[src/rtl/writeback_arbiter.sv]
// Register-file writeback arbiter: single-cycle ALU results take priority over a
// long-latency result FIFO, with a starvation guard. Optional feature: WB_BYPASS_EN.
module writeback_arbiter #(
  parameter int unsigned DEPTH      = 4,
  parameter int unsigned STARVE_MAX = 8
) (
  input  logic                     clk,
  input  logic                     rst,
  input  logic                     alu_valid,
  input  logic [4:0]               alu_rd,
  input  logic [31:0]              alu_data,
  output logic                     alu_stall,
  input  logic                     lsu_valid,
  output logic                     lsu_ready,
  input  logic [4:0]               lsu_rd,
  input  logic [31:0]              lsu_data,
  output logic                     WE3,
  output logic [4:0]               A3,
  output logic [31:0]              WD3,
  output logic [$clog2(DEPTH):0]   fifo_count
);

  localparam int unsigned PW = (DEPTH > 1) ? $clog2(DEPTH) : 1;
  localparam int unsigned CW = $clog2(DEPTH) + 1;
  localparam int unsigned WW = $clog2(STARVE_MAX + 1);

  logic [4:0]    rd_mem   [DEPTH];
  logic [31:0]   data_mem [DEPTH];
  logic [PW-1:0] wr_ptr, rd_ptr;
  logic [WW-1:0] wait_cnt;

  logic fifo_empty, alu_sel, lsu_acc, push, pop, bypass, waiting, stall_set;

  always_comb begin
    fifo_empty = (fifo_count == '0);
    lsu_ready  = (fifo_count < CW'(DEPTH));
    alu_sel    = alu_valid & ~alu_stall & (alu_rd != '0);
    lsu_acc    = lsu_valid & lsu_ready & (lsu_rd != '0);
    pop        = ~alu_sel & ~fifo_empty;
`ifdef WB_BYPASS_EN
    bypass     = lsu_acc & fifo_empty & ~alu_sel;
`else
    bypass     = 1'b0;
`endif
    push       = lsu_acc & ~bypass;
    waiting    = alu_sel & ~fifo_empty;
    // Stall fires on the STARVE_MAX-th consecutive waiting cycle.
    stall_set  = waiting & (wait_cnt == WW'(STARVE_MAX - 1));
  end

  always_ff @(posedge clk) begin
    if (push) begin
      rd_mem[wr_ptr]   <= lsu_rd;
      data_mem[wr_ptr] <= lsu_data;
    end
  end

  always_ff @(posedge clk or negedge rst) begin
    if (!rst) begin
      wr_ptr     <= '0;
      rd_ptr     <= '0;
      fifo_count <= '0;
      wait_cnt   <= '0;
      alu_stall  <= 1'b0;
      WE3        <= 1'b0;
      A3         <= '0;
      WD3        <= '0;
    end else begin
      if (push) wr_ptr <= wr_ptr + 1'b1;
      if (pop)  rd_ptr <= rd_ptr + 1'b1;

      case ({push, pop})
        2'b10:   fifo_count <= fifo_count + 1'b1;
        2'b01:   fifo_count <= fifo_count - 1'b1;
        default: fifo_count <= fifo_count;
      endcase

      if (pop || fifo_empty) wait_cnt <= '0;
      else if (waiting)      wait_cnt <= wait_cnt + 1'b1;

      if (pop)            alu_stall <= 1'b0;
      else if (stall_set) alu_stall <= 1'b1;

      if (alu_sel) begin
        WE3 <= 1'b1;
        A3  <= alu_rd;
        WD3 <= alu_data;
      end else if (pop) begin
        WE3 <= 1'b1;
        A3  <= rd_mem[rd_ptr];
        WD3 <= data_mem[rd_ptr];
      end else if (bypass) begin
        WE3 <= 1'b1;
        A3  <= lsu_rd;
        WD3 <= lsu_data;
      end else begin
        WE3 <= 1'b0;
      end
    end
  end

endmodule

[config.mk]
export PLATFORM = sky130hd
export DESIGN_NAME = writeback_arbiter
export DESIGN_NICKNAME = d
export VERILOG_FILES = /design/src/rtl/writeback_arbiter.sv
export SDC_FILE = /design/constraint.sdc
export NUM_CORES = 1
export LEC_CHECK = 0
export ABC_AREA = 1
export BUFFER_PORTS_ARGS = -buffer_cell sky130_fd_sc_hd__buf_2
export CAP_MARGIN = 20
export CORE_UTILIZATION = 36
export DETAILED_ROUTE_END_ITERATION = 12
export PLACE_DENSITY_LB_ADDON = 0.1
export SETUP_SLACK_MARGIN = 0.05
export SYNTH_ARGS = -nofsm -noshare
export SYNTH_HDL_FRONTEND = slang
export SYNTH_SLANG_ARGS = --single-unit
[constraint.sdc]
create_clock -name clk -period 3.4 [get_ports clk]
set_clock_uncertainty 0.15 [all_clocks]
set_input_delay 0.34 -clock clk [delete_from_list [all_inputs] [get_ports clk]]
set_output_delay 0.34 -clock clk [all_outputs]
set_load 0.005 [all_outputs]
==> flow_summary.json <==
{
  "outcome": "finished clean",
  "end_kind": "flop",
  "area_growth_pct": 24.3,
  "synth_top_area_share_pct": 51.2,
  "instances_no_fill": 1367,
  "synthArstFlopShare_pct": 25.3,
  "fmax_ghz": 0.371,
  "fin_crit_sh_pct": 79.3,
  "nNetsFinal": 1120,
  "pwr-share-clk_pct": 25.2,
  "hp-class": "input port to flop",
  "postRouteAntennaNets": 0,
  "drc": 0,
  "drt_wl_total_um": 21700,
  "drt-wirelength-per-cell_um": 15.9,
  "rsz0062_at_grt": "no",
  "rows": 56,
  "cp.arrival_ns": 2.85,
  "slowest_stage": "dlygate4sd3_1",
  "cts_resized": 0,
  "start_kind": "input port",
  "detailed_place_hpwl_um": 12700,
  "syn-num-nets": 945,
  "syn_area_per_cell_um2": 10.1,
  "p_per_area_nw_per_um2": 726,
  "via_count": 6094,
  "grt_max_degree": 77,
  "clock-root-buffer": "clkbuf_16",
  "p_seq_share_pct": 42.4,
  "max_stage_delay_ns": 0.53,
  "yosysMostFrequentCell": "nand2_1",
  "drt-pass1-iter-count": 4,
  "numCtsBuffers": 17,
  "finalPower_mw": 7.83,
  "clock_latency_ns": 0.43,
  "synth_edf_count": 148,
  "io_buffers": 120,
  "critPathRequiredTime_ns": 3.56,
  "synth.cell_area_um2": 8680,
  "clk_pin_slew_ns": 0.07,
  "yosys_warnings": 0,
  "crit_fanout": 8,
  "die_h_um": 157,
  "switchingPower_mw": 2.79,
  "antenna_found_initial": 0,
  "max_cap_viol_count": 0,
  "design.die.area_um2": 24700,
  "seq_area_frac_synth_pct": 65.6,
  "post_cts_buffers": 0,
  "worstPathCellList": "dlygate4sd3_1, buf_2, nor2_1, nand3b_1, nand3_1, ha_1, inv_1, fa_1, a21oi_1, o21ai_0, xor2_1",
  "finalHoldViolCount": 0,
  "ios": 121,
  "via_per_inst": 4.46,
  "dp_cells": 1270,
  "clkSinkCount": 198,
  "fin_tns_setup_ns": 0,
  "grt.total_usage_pct": 18.5,
  "setup_viol": 0,
  "gp_congestion": 0.744,
  "yosys_register_bits": 198,
  "max_slew_margin_pct": 36.9,
  "htree_levels": 4,
  "coreArea_um2": 23500,
  "yosysTopAreaCell": "edfxtp_1",
  "ir_drop_mv": 0.408,
  "final_layout_size_suffix_gt1_share_pct": 16.6,
  "start_util_pct": 36.9,
  "synthCells": 860,
  "nFillCells": 2345,
  "internal_power_mw": 5.05,
  "power_frac_comb_pct": 32.4,
  "worst_pin_slew_ns": 0.944,
  "critPathKind": "input port to flop",
  "grt_overflow": 0,
  "period_needed_ns": 2.70,
  "drv_slew": 0,
  "synth_ff_type": "edfxtp_1",
  "grt_pass1_vias": 5993,
  "synth_cell_types": 23,
  "cts_tree": "done",
  "num_antenna_cells": 0,
  "leakage_nw": 4.97,
  "synthTopCellsByArea": "edfxtp_1 (51%), dfrtp_1 (14%), nand3_1 (11%)",
  "grt_pass1_wl_um": 33700,
  "clockBufferDepth": 2,
  "switching_share_pct": 35.5,
  "synth_common_cells": "nand2_1 (233), nand3_1 (188), inv_1 (158)",
  "die_w_um": 157,
  "first_iter_violations": 401
}
[layer usage]
layer	global-route usage [%]	vias up	share of wire [%]	routed length, um
met3	2.51	13	3.5	756
met4	5.13	0	0.93	203
li1	-	3097	-	-
met5	0	-	0	0
met1	25.4	2869	48	10400
met2	30.8	115	48	10400
[sequential cells by signal, indices dropped and copies added, names as in the netlist]
name	flops
fifo_count	3
WD3	32
data_mem	128
rd_ptr	2
alu_stall	1
A3	5
wr_ptr	2
WE3	1
rd_mem	20
wait_cnt	4
[worst max-delay path, delay by kind of cell]
kind / cells / cell delay (ns)
adders and majority gates: 2 / 0.63
AOI/OAI and AO/OA: 2 / 0.25
and+or+nand+nor: 3 / 0.73
xor gates and xnor gates: 1 / 0.15
buffers and inverters: 3 / 0.75
[power groups by stage]
stage                     logic (mW)  clock network [mW]  registers, mW
after floorplan                 1.64                   0           3.37
final                           2.54                1.97           3.32
after global routing            2.90                2.12           3.37
after detailed placement        2.53                   0           3.38
after CTS                       2.60                2.01           3.33
after global placement          2.52                   0           3.38
[final cells by class]
type | instances | area, um2 | area share (%)
Clock buffer | 18 | 429 | 3.98
Clock inverter | 14 | 134 | 1.24
Inverter | 162 | 608 | 5.63
Multi-Input combinational cell | 458 | 2130 | 19.7
Sequential cell | 198 | 5700 | 52.8
Tap cell | 319 | 399 | 3.70
Timing Repair Buffer | 198 | 1400 | 13.0
[cell families (layout without fill, tap and decap cells)]
kind of cell / count (synthesis) / count (layout) / synth area share [%]
flops: 198 / 198 / 65.6
compound gates: 6 / 6 / 0.375
buf+inv: 204 / 392 / 10.3
xor+xnor: 6 / 6 / 0.605
simple gates: 439 / 439 / 22.0
fa+ha+maj: 7 / 7 / 1.10
[path summary, 6_finish.rpt]
kind	from	to	slack, ns	depth (start not counted)
min in group asynchronous	rst	WD3[7]$_DFFE_PN0P_	0.37	2
hold reg to reg	wait_cnt[0]$_DFFE_PN0P_	wait_cnt[0]$_DFFE_PN0P_	0.31	1
setup reg to reg	fifo_count[2]$_DFFE_PN0P_	data_mem[1][10]$_DFFE_PP_	1.01	4
setup / recovery	lsu_rd[3]	fifo_count[2]$_DFFE_PN0P_	0.70	11
hold / removal	alu_data[24]	WD3[24]$_DFFE_PN0P_	0.006	3
max in group asynchronous	rst	WD3[30]$_DFFE_PN0P_	1.88	3
[cell usage in the layout, fill, tap and decap left out, types with 8 or more instances in the layout]
master         instances
dlygate4sd3_1         65
edfxtp_1             148
nand3_1              188
dfrtp_1               48
clkbuf_16             17
buf_4                  9
inv_1                158
nor2_1                 8
buf_2                120
nand2_1              233
[timing repair]
action | CTS | global route
endpoints found under the setup margin | 0 | 0
hold endpoints to repair | 196 | 0
hold buffers | 65 | 0
[through the flow]
| stage | hold WS (ns) | cell area [um2] | worst slack [ns] | util [%] |
|---|---|---|---|---|
| after global placement | 0.306 | 9580 | 0.817 | 40.7 |
| final | 0.00602 | 10800 | 0.705 | 45.8 |
| after floorplan | -0.106 | 8680 | 0.446 | - |
| after detailed placement | 0.309 | 9580 | 0.831 | 40.7 |
| after global routing | 0.00773 | 10800 | 0.502 | 45.8 |
| after CTS | 0.000867 | 10800 | 0.753 | 45.8 |
Power figures use the tool's default switching activity.
